<file path="src/rtl/hazard_stall_unit_pkg.sv">
// Shared CPU pipeline definitions: register-file geometry and the stall FSM
// state type, also used by the forwarding unit.
package hazard_stall_unit_pkg;

  localparam int CPU_REG_W    = 5;
  localparam int CPU_ZERO_REG = 31;

  typedef enum logic {
    RUN      = 1'b0,
    MEM_WAIT = 1'b1
  } stall_state_e;

endpackage

</file>
<file path="src/rtl/hazard_stall_unit_compare.sv">
// Load-use detector: the ID instruction reads the register that the load in
// EX is about to write. The hard-wired zero register is never a hazard.
module hazard_compare
  import hazard_stall_unit_pkg::*;
#(
  parameter int REG_W    = CPU_REG_W,
  parameter int ZERO_REG = CPU_ZERO_REG
) (
  input  logic [REG_W-1:0] id_rn,
  input  logic [REG_W-1:0] id_rm,
  input  logic             id_uses_rn,
  input  logic             id_uses_rm,
  input  logic             ex_mem_read,
  input  logic [REG_W-1:0] ex_rd,
  output logic             lu
);

  localparam logic [REG_W-1:0] ZERO_ADDR = REG_W'(ZERO_REG);

  logic rn_hit;
  logic rm_hit;

  assign rn_hit = id_uses_rn & (id_rn == ex_rd);
  assign rm_hit = id_uses_rm & (id_rm == ex_rd);
  assign lu     = ex_mem_read & (ex_rd != ZERO_ADDR) & (rn_hit | rm_hit);

endmodule

</file>
<file path="src/rtl/hazard_stall_unit.sv">
// Pipeline hazard control: per-cycle enable/flush/bubble decisions for the
// five stage registers, plus a saturating stall counter and memory timeout flag.
module hazard_stall_unit
  import hazard_stall_unit_pkg::*;
#(
  parameter int REG_W        = CPU_REG_W,
  parameter int ZERO_REG     = CPU_ZERO_REG,
  parameter int CNT_W        = 16,
  parameter int MAX_MEM_WAIT = 8
) (
  input  logic             clk,
  input  logic             reset,
  input  logic [REG_W-1:0] id_rn,
  input  logic [REG_W-1:0] id_rm,
  input  logic             id_uses_rn,
  input  logic             id_uses_rm,
  input  logic             ex_mem_read,
  input  logic [REG_W-1:0] ex_rd,
  input  logic             br_taken,
  input  logic             mem_busy,
  output logic             pc_en,
  output logic             ifid_en,
  output logic             idex_en,
  output logic             exmem_en,
  output logic             memwb_en,
  output logic             ifid_flush,
  output logic             idex_bubble,
  output logic [CNT_W-1:0] stall_count,
  output logic             mem_timeout
);

  localparam int                WAIT_W   = $clog2(MAX_MEM_WAIT + 1);
  localparam logic [WAIT_W-1:0] WAIT_MAX = WAIT_W'(MAX_MEM_WAIT);

  stall_state_e      state_q, state_nx;
  logic [WAIT_W-1:0] wait_q, wait_nx;
  logic [CNT_W-1:0]  cnt_q, cnt_nx;
  logic              timeout_q, timeout_nx;
  logic              lu;

  function automatic logic [WAIT_W-1:0] sat_inc_wait(input logic [WAIT_W-1:0] v);
    return (v == WAIT_MAX) ? v : v + 1'b1;
  endfunction

  function automatic logic [CNT_W-1:0] sat_inc_cnt(input logic [CNT_W-1:0] v);
    return (&v) ? v : v + 1'b1;
  endfunction

  hazard_compare #(
    .REG_W    (REG_W),
    .ZERO_REG (ZERO_REG)
  ) u_compare (
    .id_rn       (id_rn),
    .id_rm       (id_rm),
    .id_uses_rn  (id_uses_rn),
    .id_uses_rm  (id_uses_rm),
    .ex_mem_read (ex_mem_read),
    .ex_rd       (ex_rd),
    .lu          (lu)
  );

  // Outputs are purely combinational so the stage registers see them at the next edge.
  always_comb begin
    pc_en       = 1'b1;
    ifid_en     = 1'b1;
    idex_en     = 1'b1;
    exmem_en    = 1'b1;
    memwb_en    = 1'b1;
    ifid_flush  = 1'b0;
    idex_bubble = 1'b0;
    if (!reset) begin
      // reset overrides any freeze in the same cycle
    end else if (mem_busy) begin
      pc_en    = 1'b0;
      ifid_en  = 1'b0;
      idex_en  = 1'b0;
      exmem_en = 1'b0;
      memwb_en = 1'b0;
    end else if (lu) begin
      // the branch is re-evaluated once the load result can be forwarded
      pc_en       = 1'b0;
      ifid_en     = 1'b0;
      idex_bubble = 1'b1;
    end else if (br_taken) begin
      ifid_flush = 1'b1;
    end
  end

  always_comb begin
    state_nx   = state_q;
    wait_nx    = wait_q;
    cnt_nx     = cnt_q;
    timeout_nx = timeout_q;
    if (mem_busy) begin
      state_nx = MEM_WAIT;
      wait_nx  = sat_inc_wait(wait_q);
      if (wait_nx == WAIT_MAX) timeout_nx = 1'b1;
    end else if (state_q == MEM_WAIT) begin
      state_nx = RUN;
      wait_nx  = '0;
    end
    if (mem_busy | lu) cnt_nx = sat_inc_cnt(cnt_q);
  end

  always_ff @(posedge clk) begin
    if (!reset) begin
      state_q   <= RUN;
      wait_q    <= '0;
      cnt_q     <= '0;
      timeout_q <= 1'b0;
    end else begin
      state_q   <= state_nx;
      wait_q    <= wait_nx;
      cnt_q     <= cnt_nx;
      timeout_q <= timeout_nx;
    end
  end

  assign stall_count = cnt_q;
  assign mem_timeout = timeout_q;

endmodule

</file>
<file path="config.mk">
export PLATFORM = sky130hd
export DESIGN_NAME = hazard_stall_unit
export DESIGN_NICKNAME = d
export VERILOG_FILES = /design/src/rtl/hazard_stall_unit_pkg.sv /design/src/rtl/hazard_stall_unit_compare.sv /design/src/rtl/hazard_stall_unit.sv
export SDC_FILE = /design/constraint.sdc
export NUM_CORES = 1
export LEC_CHECK = 0
export ABC_AREA = 1
export CAP_MARGIN = 20
export CORE_AREA = 8 8 65 67
export CTS_BUF_LIST = sky130_fd_sc_hd__clkbuf_4 sky130_fd_sc_hd__clkbuf_8
export DETAILED_ROUTE_END_ITERATION = 10
export DIE_AREA = 0 0 73 75
export PLACE_DENSITY = 0.8
export RECOVER_POWER = 50
export SYNTH_ARGS = -nofsm -noshare
export SYNTH_HDL_FRONTEND = slang
export SYNTH_HIERARCHICAL = 1
export SYNTH_SLANG_ARGS = --single-unit
</file>
<file path="constraint.sdc">
create_clock -name clk -period 1.8 [get_ports clk]
set_input_delay 0.27 -clock clk [delete_from_list [all_inputs] [get_ports clk]]
set_output_delay 0.27 -clock clk [all_outputs]
set_load 0.01 [all_outputs]
</file>
## Word-level counts from Yosys, hierarchy flattened

Cells that the tools add are included.

| word-level totals | value |
|---|---|
| word-level logic and storage cells | 38 |
| input port bits | 22 |
| register bits after elaboration | 22 |
| output and inout bits | 24 |

| cells by class | value |
|---|---|
| bitwise logic cells | 7 |
| reduce and logical (&&, ||, !) cells | 4 |
| muxes and demuxes | 16 |
| equal/unequal tests | 5 |
| add/sub/neg operators | 2 |

Operators by type and width:

| operator | count |
|---|---|
| adder 16 x 1 -> 16 bit, second input constant | 1 |
| AND reduction 16 bit | 1 |
| 2-to-1 mux 1 bit | 13 |
| 2-to-1 mux 4 bit | 3 |
| equality test 5 bit | 2 |
| equality test 4 bit, second input constant | 2 |
| inequality test 5 bit, second input constant | 1 |
| adder 4 x 1 -> 4 bit, second input constant | 1 |
| bitwise AND 1 bit | 4 |
| AND reduction 2 bit | 2 |
| OR 1 bit | 2 |
| nonzero test 2 bit | 1 |
| inverter 1 bit | 1 |

## Depth between registers and ports, before layout

Gate-level depths: netlist (run 1).

| logic depth | value |
|---|---|
| depth after elaboration | 7 |
| mapped depth | 12 |

## Modules after synthesis

Netlist (run 1), hierarchy kept.

By module, submodules not included:

| module | area an instance (um^2) | instances | seq. area each (um^2) | cells an instance |
|---|---|---|---|---|
| hazard_stall_unit | 1265.0 | 1 | 440.4 | 194 |
| hazard_compare | 216.5 | 1 | 0.0 | 55 |

## Worst setup path before layout (run 1)

OpenSTA, ideal clock, no wires.

| timing path | value |
|---|---|
| path type | reg-to-reg |
| start point | register cnt_q[1] (netlist: stall_count[1]) |
| end point | register cnt_q[15] (netlist: stall_count[15]) |
| data required time | 1668 ps |
| slack | 277 ps |
| cell stages (with the launch flop) | 9 |
| data arrival time | 1391 ps |
| cell sequence | dfxtp_1 ha_1 inv_1 nor2_4 nand2_1 o21a_1 buf_6 nand2_1 a21oi_1 |

| on the way | value |
|---|---|
| longest elaborated chain between the ends | 3 |

RTL lines:

| item | line | RTL |
|---|---|---|
| from (decl) | hazard_stall_unit.sv:37 | `logic [CNT_W-1:0] cnt_q, cnt_nx;` |
| from (signal assigned) | hazard_stall_unit.sv:114 | `cnt_q <= cnt_nx;` |
| parallel branches: the longest is 3 deep, another holds adder 16 x 1 -> 16 bit | - |  |

Parallel ways; which one is timed is not known.
A chain may end at the register's enable or synchronous reset.

## Final worst setup path (run 1)

| timing path | value |
|---|---|
| start point | input id_uses_rm |
| end point | output ifid_en |

| on the way | value |
|---|---|
| longest elaborated chain between the ends | 6 |

RTL lines:

| item | line | RTL |
|---|---|---|
| from (decl) | hazard_stall_unit.sv:16 | `input logic id_uses_rm,` |
| bitwise AND 1 bit | hazard_stall_unit_compare.sv:24 | `assign rm_hit = id_uses_rm & (id_rm == ex_rd);` |
| OR 1 bit | hazard_stall_unit_compare.sv:25 | `assign lu = ex_mem_read & (ex_rd != ZERO_ADDR) & (rn_hit \| rm_hit);` |
| bitwise AND 1 bit | hazard_stall_unit_compare.sv:25 |  |
| named net lu | hazard_stall_unit.sv:39 | `logic lu;` |
| 2-to-1 mux 1 bit | hazard_stall_unit.sv:79 | `end else if (lu) begin` |
| 2-to-1 mux 1 bit | hazard_stall_unit.sv:73 | `end else if (mem_busy) begin` |
| 2-to-1 mux 1 bit | hazard_stall_unit.sv:71 | `if (!reset) begin` |
| to (decl) | hazard_stall_unit.sv:22 | `output logic ifid_en,` |

The timed path passes the listed nets, and every way through them passes these cells.

==> results of run 1 <==
-- final cells by class --
cell class,count,area share (%)
inverters,34,6.23
repair buffers,56,24.9
multi-input cells,186,42.7
clock buffers,4,1.77
well taps,46,2.81
flip-flops and latches,22,21.5
-- per-layer routing --
metal | routed length, um | vias up | GRT usage, %
li1 | - | 869 | -
met1 | 1560 | 672 | 14.9
met2 | 1770 | 37 | 25.5
met3 | 225 | 8 | 4.39
met4 | 79 | 0 | 6.44
met5 | 0 | - | 0
-- cells in the mapped netlist (3+ instances only) --
master   number
a21oi_1      16
buf_4         3
dfxtp_1      22
ha_1          3
inv_1        30
inv_2         4
nand2_1      89
nand3_1      14
nand4_1       6
nor2_1       32
nor2_2        4
o21ai_0       7
xor2_1        7
-- cell usage in the layout (no fill, tap or decap) --
cell,synthesis,layout
clkbuf_1,1,1
nand4_1,6,6
clkdlybuf4s50_1,0,11
xor2_1,7,7
nor2_2,4,4
or2_2,1,1
dfxtp_1,22,22
buf_6,2,2
nor2_1,32,32
o21ai_0,7,7
buf_4,3,10
dlymetal6s2s_1,0,3
inv_2,4,5
inv_1,30,29
a21oi_1,16,15
xnor2_1,2,2
clkbuf_8,0,1
clkbuf_4,0,3
ha_1,3,3
clkdlybuf4s15_1,0,1
nor3_2,0,1
nand2_2,2,4
nor2_4,1,1
a21oi_2,0,1
nand2_1,89,87
dlygate4sd2_1,0,15
dlygate4sd3_1,0,11
buf_2,0,2
nand3_1,14,14
o21a_1,1,1
-- registers in the layout, indices dropped and copies added, names as in the netlist --
name         flops
state_q          1
wait_q           4
mem_timeout      1
stall_count     16
-- worst max-delay path: cells and delay by family --
family	cells	cell delay [ns]
simple gates	5	0.39
compound gates	1	0.14
buf+inv	3	0.64
-- power by group through the flow --
stage	Combinational, mW	Sequential (mW)	Clock, mW
after floorplan	0.0934	0.519	0
final	0.184	0.508	0.270
after global placement	0.196	0.519	0
after CTS	0.188	0.508	0.281
after detailed placement	0.199	0.519	0
after global routing	0.209	0.511	0.308
-- timing repair --
item,in CTS,in global routing
pin swaps,7,9
endpoints found under the setup margin,14,17
resized for setup,37,7
cloned,0,0
setup buffers,0,0
-- logic make-up after synthesis --
group / Yosys count / synth area share (%)
AO/OA/AOI/OAI: 24 / 8.28
XOR/XNOR: 9 / 5.32
adder cells (fa/ha/maj): 3 / 2.53
buffers and inverters: 41 / 12.2
flip-flops: 22 / 29.7
AND/OR/NAND/NOR: 150 / 42.0
-- stage by stage --
| step | total power, mW | setup TNS [ns] | hold WS [ns] | utilization (%) | area (sq um) |
|---|---|---|---|---|---|
| 6_report | 0.962 | 0 | 0.498 | 63.3 | 2050 |
| 5_1_grt | 1.03 | 0 | 0.530 | 63.3 | 2050 |
| 4_1_cts | 0.978 | 0 | 0.510 | 62.9 | 2030 |
| 3_5_place_dp | 0.718 | -6.82 | 0.476 | 62.5 | 2020 |
| 3_3_place_gp | 0.715 | -6.82 | 0.469 | 62.5 | 2020 |
| 2_1_floorplan | 0.613 | 0 | 0.413 | - | 1480 |
-- final timing paths --
check	startpoint	to	slack (ns)
worst max-delay path	id_uses_rm	ifid_en	0.1
worst min-delay path	mem_timeout	mem_timeout	0.50
worst max register to register	stall_count[1]	stall_count[7]	0.21
worst min register to register	mem_timeout	mem_timeout	0.50
==> metrics.csv, run 1 <==
metric,value,unit
antenna_found_initial,0,
synth_flop_cell,dfxtp_1,
crit_path_frequent_cell,nand2_2,
max_stage_delay,0.45,ns
criticalPathCategory,in2out,
path_cells,"clkdlybuf4s50_1, nand2_1, nor2_1, nand3_1, a21oi_2, inv_2, nand2_2, nand2_2, buf_6",
timing.final.crit_share,94.6,%
clk_latency,0.31,ns
fillers,324,
cts_tree,built,
finalCriticalPeriod,1.70,ns
die-area,5480,sq um
slew_headroom,79.3,%
clk_pin_slew,0.11,ns
cell_internal_pwr,0.711,mW
dieHeight,75,um
min_path_type,reg2reg,
p_seq_share,52.8,%
routedWlPerCell,10.4,um
first_iter_violations,89,
antenna_left,0,
grt-ovfl-total,0,
cts_root_buffer,clkbuf_4,
clkSinkCount,22,
p_sw_share,26.1,%
port_buffers,45,
ys_async_sr_fraction,0,%
maxCapViolCount,0,
rsz0062_at_grt,no,
holdPathStages,2,
worstPathRequired,1.53,ns
syn_nets,274,
fin_ws,0.0968,ns
r2r_cells,8,
synth_top_area_cell,dfxtp_1,
dp_hpwl,2970,um
drive_above_1_share,11.6,%
start_util,45.8,%
outcome,"finished, final reports clean",
synthTopCellsByArea,"dfxtp_1, nand2_1, nor2_1, inv_1, a21oi_1",
critPathMaxFanout,3,
viasPerCell,4.56,
area_growth,38.2,%
finalSetupViolCount,0,
hold_viol,0,
ir_worst_vdd,0.542,mV
die_w,73,um
syn_avg_cell_area,5.95,sq um
wl,3630,um
fmax,0.587,GHz
drc_errors,0,
gp_congestion,0.806,
synth_edf_count,0,
coreArea,3230,sq um
sequential_cell_area,440,sq um
ys_types,22,
tightestPinTransition,0.310,ns
seq_area_frac_synth,29.7,%
nets,328,
htreeDepth,1,
syn_inst,249,
skew,0.0130,ns
worstSetupEndpointType,primary output,
crit_slowest_cell,clkdlybuf4s50_1,
route.vias.total,1586,
yosysTopAreaCellShare,29.7,%
maxSlewViolCount,0,
num_rows,21,
leakage,0.947,nW
clock_path_buffers,2,
p_clk_share,28.1,%
synth-seq-cells,22,
grt_pass1_vias,1533,
io_pins,46,
grt_pass1_wl,6270,um
multi_input_area,875,sq um
syn_area,1480,sq um
start_kind,input pin,
p_per_area,470,nW/um^2
n_antenna_cell,0,
grt_start_max_net_pins,15,
placed_cells,344,
pre_cts_ws,-0.527,ns
cts_made_buffers,3,
p_sw,0.251,mW
final_cells,348,
drt_pass1_iterations,4,
hold_buffers,0,
pwr-share-comb,19.2,%
track_usage,14.2,%
yosys_warnings,6,
arrival,1.43,ns
(Power assumes the default switching activity.)
==> run 2: changes to the inputs <==
Settings changed: CORE_AREA 8 8 65 67 to 8 8 68 70, DIE_AREA 0 0 73 75 to 0 0 76 78, PLACE_DENSITY 0.8 to 0.76, SLEW_MARGIN set to 20.
Clock period 1.8 ns to 1.5 ns, I/O delays scaled along.
==> run 2 against run 1 <==
Effect of this change: critical path type unchanged; hold slack worse by 0.047 ns; sequential power increased by 18%; worst setup slack got worse by 0.056 ns; first-iteration DRC count rose by 5.6%; global-route usage fell by 1.1 points; clock power rose by 73%; sequential cell count unchanged.
==> metrics.csv, run 2 (same netlist as run 1, synthesis figures left out) <==
metric,value,unit,change
p_per_area,613,nW/um^2,+30%
area_growth,43.8,%,
routedWlPerCell,10.9,um,+4.8%
finalSetupViolCount,0,,unchanged
rsz0062_at_grt,no,,
maxCapViolCount,0,,unchanged
nets,335,,+2.1%
clk_latency,0.31,ns,about the same
cts_tree,built,,
hold_viol,0,,unchanged
slew_headroom,81.0,%,+1.7 points
holdPathStages,4,,+2
drt_pass1_iterations,4,,unchanged
criticalPathCategory,in2out,,
grt_pass1_vias,1571,,+2.5%
cts_made_buffers,3,,unchanged
fmax,0.685,GHz,
r2r_end,stall_count[4],,
whs,0.451,ns,-0.0471 ns
drc_errors,0,,unchanged
skew,0.00574,ns,-0.00727 ns
maxSlewViolCount,0,,unchanged
finalCriticalPeriod,1.46,ns,
layout_commonest_cell,nand2_1,,
start_util,41.7,%,-4.1 points
min_path_type,in2reg,,
leakage,1.12,nW,+18%
tightestPinTransition,0.284,ns,-0.0259 ns
grt-ovfl-total,0,,unchanged
hp-start,reset,,
fillers,346,,+6.8%
clkSinkCount,22,,unchanged
rr_startpoint,stall_count[2],,
total_power,1.31,mW,+36%
viasPerCell,4.56,,about the same
wl,3910,um,+7.5%
grt_start_max_net_pins,15,,unchanged
clock_path_buffers,2,,unchanged
cts_root_buffer,clkbuf_4,,
start_kind,input pin,,
num_rows,22,,+4.8%
coreArea,3550,sq um,+9.9%
grt_busiest_layer,met2,,
grtUsageMet3,3.80,%,-0.59 points
rrSetupSlack,0.11,ns,-0.10 ns
arrival,1.23,ns,-0.20 ns
gp_congestion,0.851,,+5.6%
mostFrequentLayoutCells,"nand2_1, inv_1, nor2_1",,
port_buffers,45,,unchanged
cell_internal_pwr,0.977,mW,+37%
p_sw,0.329,mW,+31%
dpl_cell_area,2080,sq um,+3.1%
ir_worst_vdd,0.432,mV,-20%
p_clk_share,35.7,%,+7.6 points
drive_above_1_share,24.6,%,+13 points
n_antenna_cell,0,,unchanged
multi_input_area,892,sq um,+2.0%
dp_hpwl,2990,um,+0.50%
sequential_cell_area,467,sq um,+6.0%
p_sw_share,25.2,%,-0.91 points
pwr-share-comb,18.5,%,-0.7 points
antenna_found_initial,0,,unchanged
outcome,"finished, final reports clean",,
die-area,5930,sq um,+8.3%
die_w,76,um,+4.1%
hold_path_end,stall_count[12],,
critPathMaxFanout,3,,unchanged
post-route-util,60.0,%,-3.3 points
worstSetupEndpointType,primary output,,
finalInstanceArea,2130,sq um,+4.1%
p_seq_share,45.8,%,-7.0 points
tns,0,ns,unchanged
grt_use_met2,23.7,%,-1.9 points
worstPathRequired,1.27,ns,-0.26 ns
timing.final.crit_share,97.3,%,
htreeDepth,1,,unchanged
dieHeight,78,um,+4.0%
io_pins,46,,unchanged
track_usage,13.1,%,-1.1 points
antenna_left,0,,unchanged
hold_buffers,0,,unchanged
largest_reg_flops,16,,unchanged
met1_usage,14.2,%,-0.70 points
grt_pass1_wl,6620,um,+5.6%
first_iter_violations,94,,+5.6%
clk_pin_slew,0.13,ns,+0.02 ns
r2r_cells,7,,-1
route.vias.total,1627,,+2.6%
-- run 2: cell types whose count changed in the layout (fill, tap and decap cells not counted), sizes merged, moves of 5 or more --
| cell | delta |
|---|---|
| clkbuf | +8 |
| dlygate4sd3 | -11 |
| dlygate4sd2 | -5 |
| clkdlybuf4s50 | -7 |
| dlymetal6s2s | +6 |
| buf | +13 |
-- run 2: layout make-up --
cell class / count / share of cell area, %
Inverter: 34 / 5.99
Timing Repair Buffer: 63 / 25.0
Sequential cell: 22 / 21.9
Tap cell: 48 / 2.82
Clock buffer: 3 / 1.06
Clock inverter: 1 / 1.41
Multi-Input combinational cell: 186 / 41.9
-- run 2: power groups by stage --
stage          Sequential (mW)  Clock [mW]  Combinational (mW)
5_1_grt                  0.600       0.506               0.271
3_5_place_dp             0.619           0               0.259
3_3_place_gp             0.619           0               0.258
4_1_cts                  0.599       0.479               0.242
2_1_floorplan            0.624           0               0.112
6_report                 0.599       0.466               0.241
-- run 2: critical path, stage by stage --
cell             delay [ns]
clkdlybuf4s50_1        0.47
o21ai_1                0.08
a21oi_2                0.10
inv_1                  0.07
nand2_2                0.11
nand2_4                0.07
buf_6                  0.12
-- run 2: worst max path at each step --
stage                               start              end  slack (ns)  cells after the start
after floorplan            stall_count[0]  stall_count[15]        0.06                      8
after global placement           ex_rd[2]      idex_bubble       -0.75                     10
after detailed placement         ex_rd[1]      idex_bubble       -0.74                     10
after CTS                 stall_count[12]  stall_count[12]       0.002                      1
after global routing          ex_mem_read            pc_en       0.003                      7
final                         ex_mem_read            pc_en        0.04                      7
-- run 2: timing repair --
item,4_1_cts,5_1_grt
hold endpoints to repair,0,0
resized for setup,72,49
setup buffers,0,1
pin swaps,12,17
endpoints found under the setup margin,39,29
-- run 2: per-stage QoR --
| step | std cells | worst slack (ns) |
|---|---|---|
| finish | 357 | 0.0404 |
| global route | 357 | 0.00272 |
| CTS | 356 | 0.00222 |
| detailed placement | 352 | -0.739 |
| global placement | 352 | -0.748 |
| floorplan | 249 | 0.0552 |
-- run 2: layer usage --
metal	vias to the layer above	part of all wire [%]
li1	886	-
met1	711	44
met5	-	0
met3	2	4.3
met2	28	51
met4	0	0.59
==> run 3: changes to the inputs <==
Settings changed: CORE_AREA 8 8 68 70 to 8 8 51 95, DIE_AREA 0 0 76 78 to 0 0 59 103, PLACE_DENSITY 0.76 to 0.75.
==> run 3 against run 2 <==
Effect of this change: the run now ends with negative setup slack left; largest power group unchanged; combinational power rose by 14%; highest routed layer unchanged; cell count rose by 2.0%; sequential cell count did not move; die area rose by 2.5%; critical path depth fell by 3; non-clock buffer count rose by 5; power rose by 11%; design area rose by 6.8%; sequential power rose by 1%.
==> metrics.csv, run 3 (same netlist as run 1, synthesis figures left out) <==
metric,value,unit,change
outcome,"complete, but fails checks",,
failed_checks,negative setup slack,,
path_buf_inv,3,,unchanged
dp_hpwl,3340,um,+12%
grt_start_max_net_pins,15,,unchanged
worstPathRequired,1.27,ns,about the same
placed_cells,353,,+0.28%
start_util,41.5,%,-0.20 points
p_clk_share,39.1,%,+3.4 points
antenna_left,0,,unchanged
start_kind,input pin,,
p_per_area,636,nW/um^2,+3.7%
largest_reg_flops,16,,unchanged
htreeDepth,1,,unchanged
wl,4780,um,+22%
finalSetupViolCount,2,,+2
maxSlewViolCount,0,,unchanged
io_pins,46,,unchanged
pwr-share-comb,19.0,%,+0.5 points
drive_above_1_share,31.1,%,+6.5 points
routedWlPerCell,13.1,um,+20%
port_buffers,45,,unchanged
timing.final.crit_share,100,%,+3.1 points
skew,0.00699,ns,+0.00126 ns
track_usage,14.6,%,+1.5 points
grt-ovfl-total,0,,unchanged
crit_slowest_cell,clkdlybuf4s50_1,,
final_cells,364,,+2.0%
antenna_found_initial,0,,unchanged
cts_tree,built,,
drc_errors,0,,unchanged
ir_worst_vdd,0.408,mV,-5.5%
gp_congestion,0.882,,+3.7%
criticalPathCategory,in2out,,
die-area,6080,sq um,+2.5%
leakage,1.09,nW,-2.9%
clkSinkCount,22,,unchanged
cts_made_buffers,3,,unchanged
grt_pass1_wl,6980,um,+5.3%
mostFrequentLayoutCells,"nand2_1, inv_1, nor2_1",,
dieHeight,103,um,+32%
drt_pass1_iterations,4,,unchanged
p_sw,0.363,mW,+10%
arrival,1.28,ns,+0.05 ns
hold_viol,0,,unchanged
critPathMaxFanout,4,,+1
critPathTopFamily,buffers and inverters,,
p_seq_share,41.8,%,-4.0 points
clock_path_buffers,2,,unchanged
fillers,312,,-9.8%
first_iter_violations,70,,-26%
slew_headroom,80.4,%,-0.59 points
route.vias.total,1809,,+11%
finalCriticalPeriod,1.51,ns,+0.0467 ns
maxCapViolCount,0,,unchanged
grt_pass1_vias,1694,,+7.8%
min_path_type,reg2reg,,
rsz0062_at_grt,yes,,
tightestPinTransition,0.293,ns,+0.00877 ns
coreArea,3570,sq um,+0.49%
worstSetupEndpointType,primary output,,
clk_latency,0.27,ns,-0.04 ns
num_rows,31,,+41%
cell_internal_pwr,1.08,mW,+11%
clk_pin_slew,0.09,ns,-0.04 ns
die_w,59,um,-22%
viasPerCell,4.97,,+9.0%
pre_cts_ws,-0.818,ns,-0.0790 ns
p_sw_share,25.1,%,-0.12 points
path_cells,"clkdlybuf4s50_1, buf_4, nand2_1, clkdlybuf4s15_1",,
layout_commonest_cell,nand2_1,,
fmax,0.664,GHz,-3.1%
cts_root_buffer,clkbuf_8,,
nets,341,,+1.8%
n_antenna_cell,0,,unchanged
area_growth,53.5,%,
max_stage_delay,0.53,ns,+0.06 ns
fin_ws,-0.00631,ns,-0.0467 ns
tns,-0.00865,ns,-0.00865 ns
## run 3: changes by cell type in the layout (fill, tap and decap cells not counted), moves of 4 or more
cell,before,now
dfxtp_1,9,13
buf_4,17,22
nand2_2,4,13
clkdlybuf4s50_1,4,11
dlymetal6s2s_1,9,4
nand2_1,86,76
## run 3: tightest hold or removal path, stage by stage, from the launching register on
cell and delay [ns]:
dfxtp_1 0.34, a21oi_1 0.04, nor2_1 0.07
## run 3: metal layers
metal | global-route usage [%] | vias up | part of all wire, %
li1 | - | 900 | -
met1 | 13.4 | 809 | 37
met2 | 27.1 | 86 | 54
met3 | 3.00 | 14 | 5.8
met4 | 10.6 | 0 | 3.1
met5 | 0 | - | 0
## run 3: area by class of cell
class                           count  area (sq um)  share of cell area (%)
Clock buffer                        3          41.3                    1.82
Timing Repair Buffer               68           582                    25.6
Inverter                           34           128                    5.61
Tap cell                           49          61.3                    2.70
Sequential cell                    22           459                    20.2
Clock inverter                      1          30.0                    1.32
Multi-Input combinational cell    187           973                    42.8
## run 3: per-stage QoR
step                area (sq um)  util (%)  hold slack, ns  power (mW)
floorplan                   1480         -           0.368       0.736
global placement            2080      58.4           0.456       0.866
detailed placement          2080      58.4           0.462       0.868
CTS                         2120      59.5           0.485        1.41
global route                2270      63.7           0.514        1.50
finish                      2270      63.7           0.482        1.45
## run 3: timing repair
item	4_1_cts	5_1_grt
gates cloned	0	2
setup endpoints to repair	31	26
hold buffers	0	0
gates resized for setup	68	74
pin swaps	18	25
buffers inserted	0	5
## run 3: final timing paths
| check | start | end | slack [ns] | depth (start not counted) |
|---|---|---|---|---|
| setup / recovery | reset | idex_en | -0.006 | 4 |
| setup reg to reg | stall_count[0] | stall_count[6] | 0.06 | 7 |
| hold reg to reg | mem_timeout | mem_timeout | 0.48 | 2 |
| hold / removal | mem_timeout | mem_timeout | 0.48 | 2 |
## run 3: power by group through the flow
stage	Sequential [mW]	Clock, mW	Combinational (mW)
4_1_cts	0.608	0.567	0.229
3_5_place_dp	0.622	0	0.247
2_1_floorplan	0.624	0	0.112
5_1_grt	0.607	0.589	0.304
6_report	0.605	0.566	0.275
3_3_place_gp	0.622	0	0.245
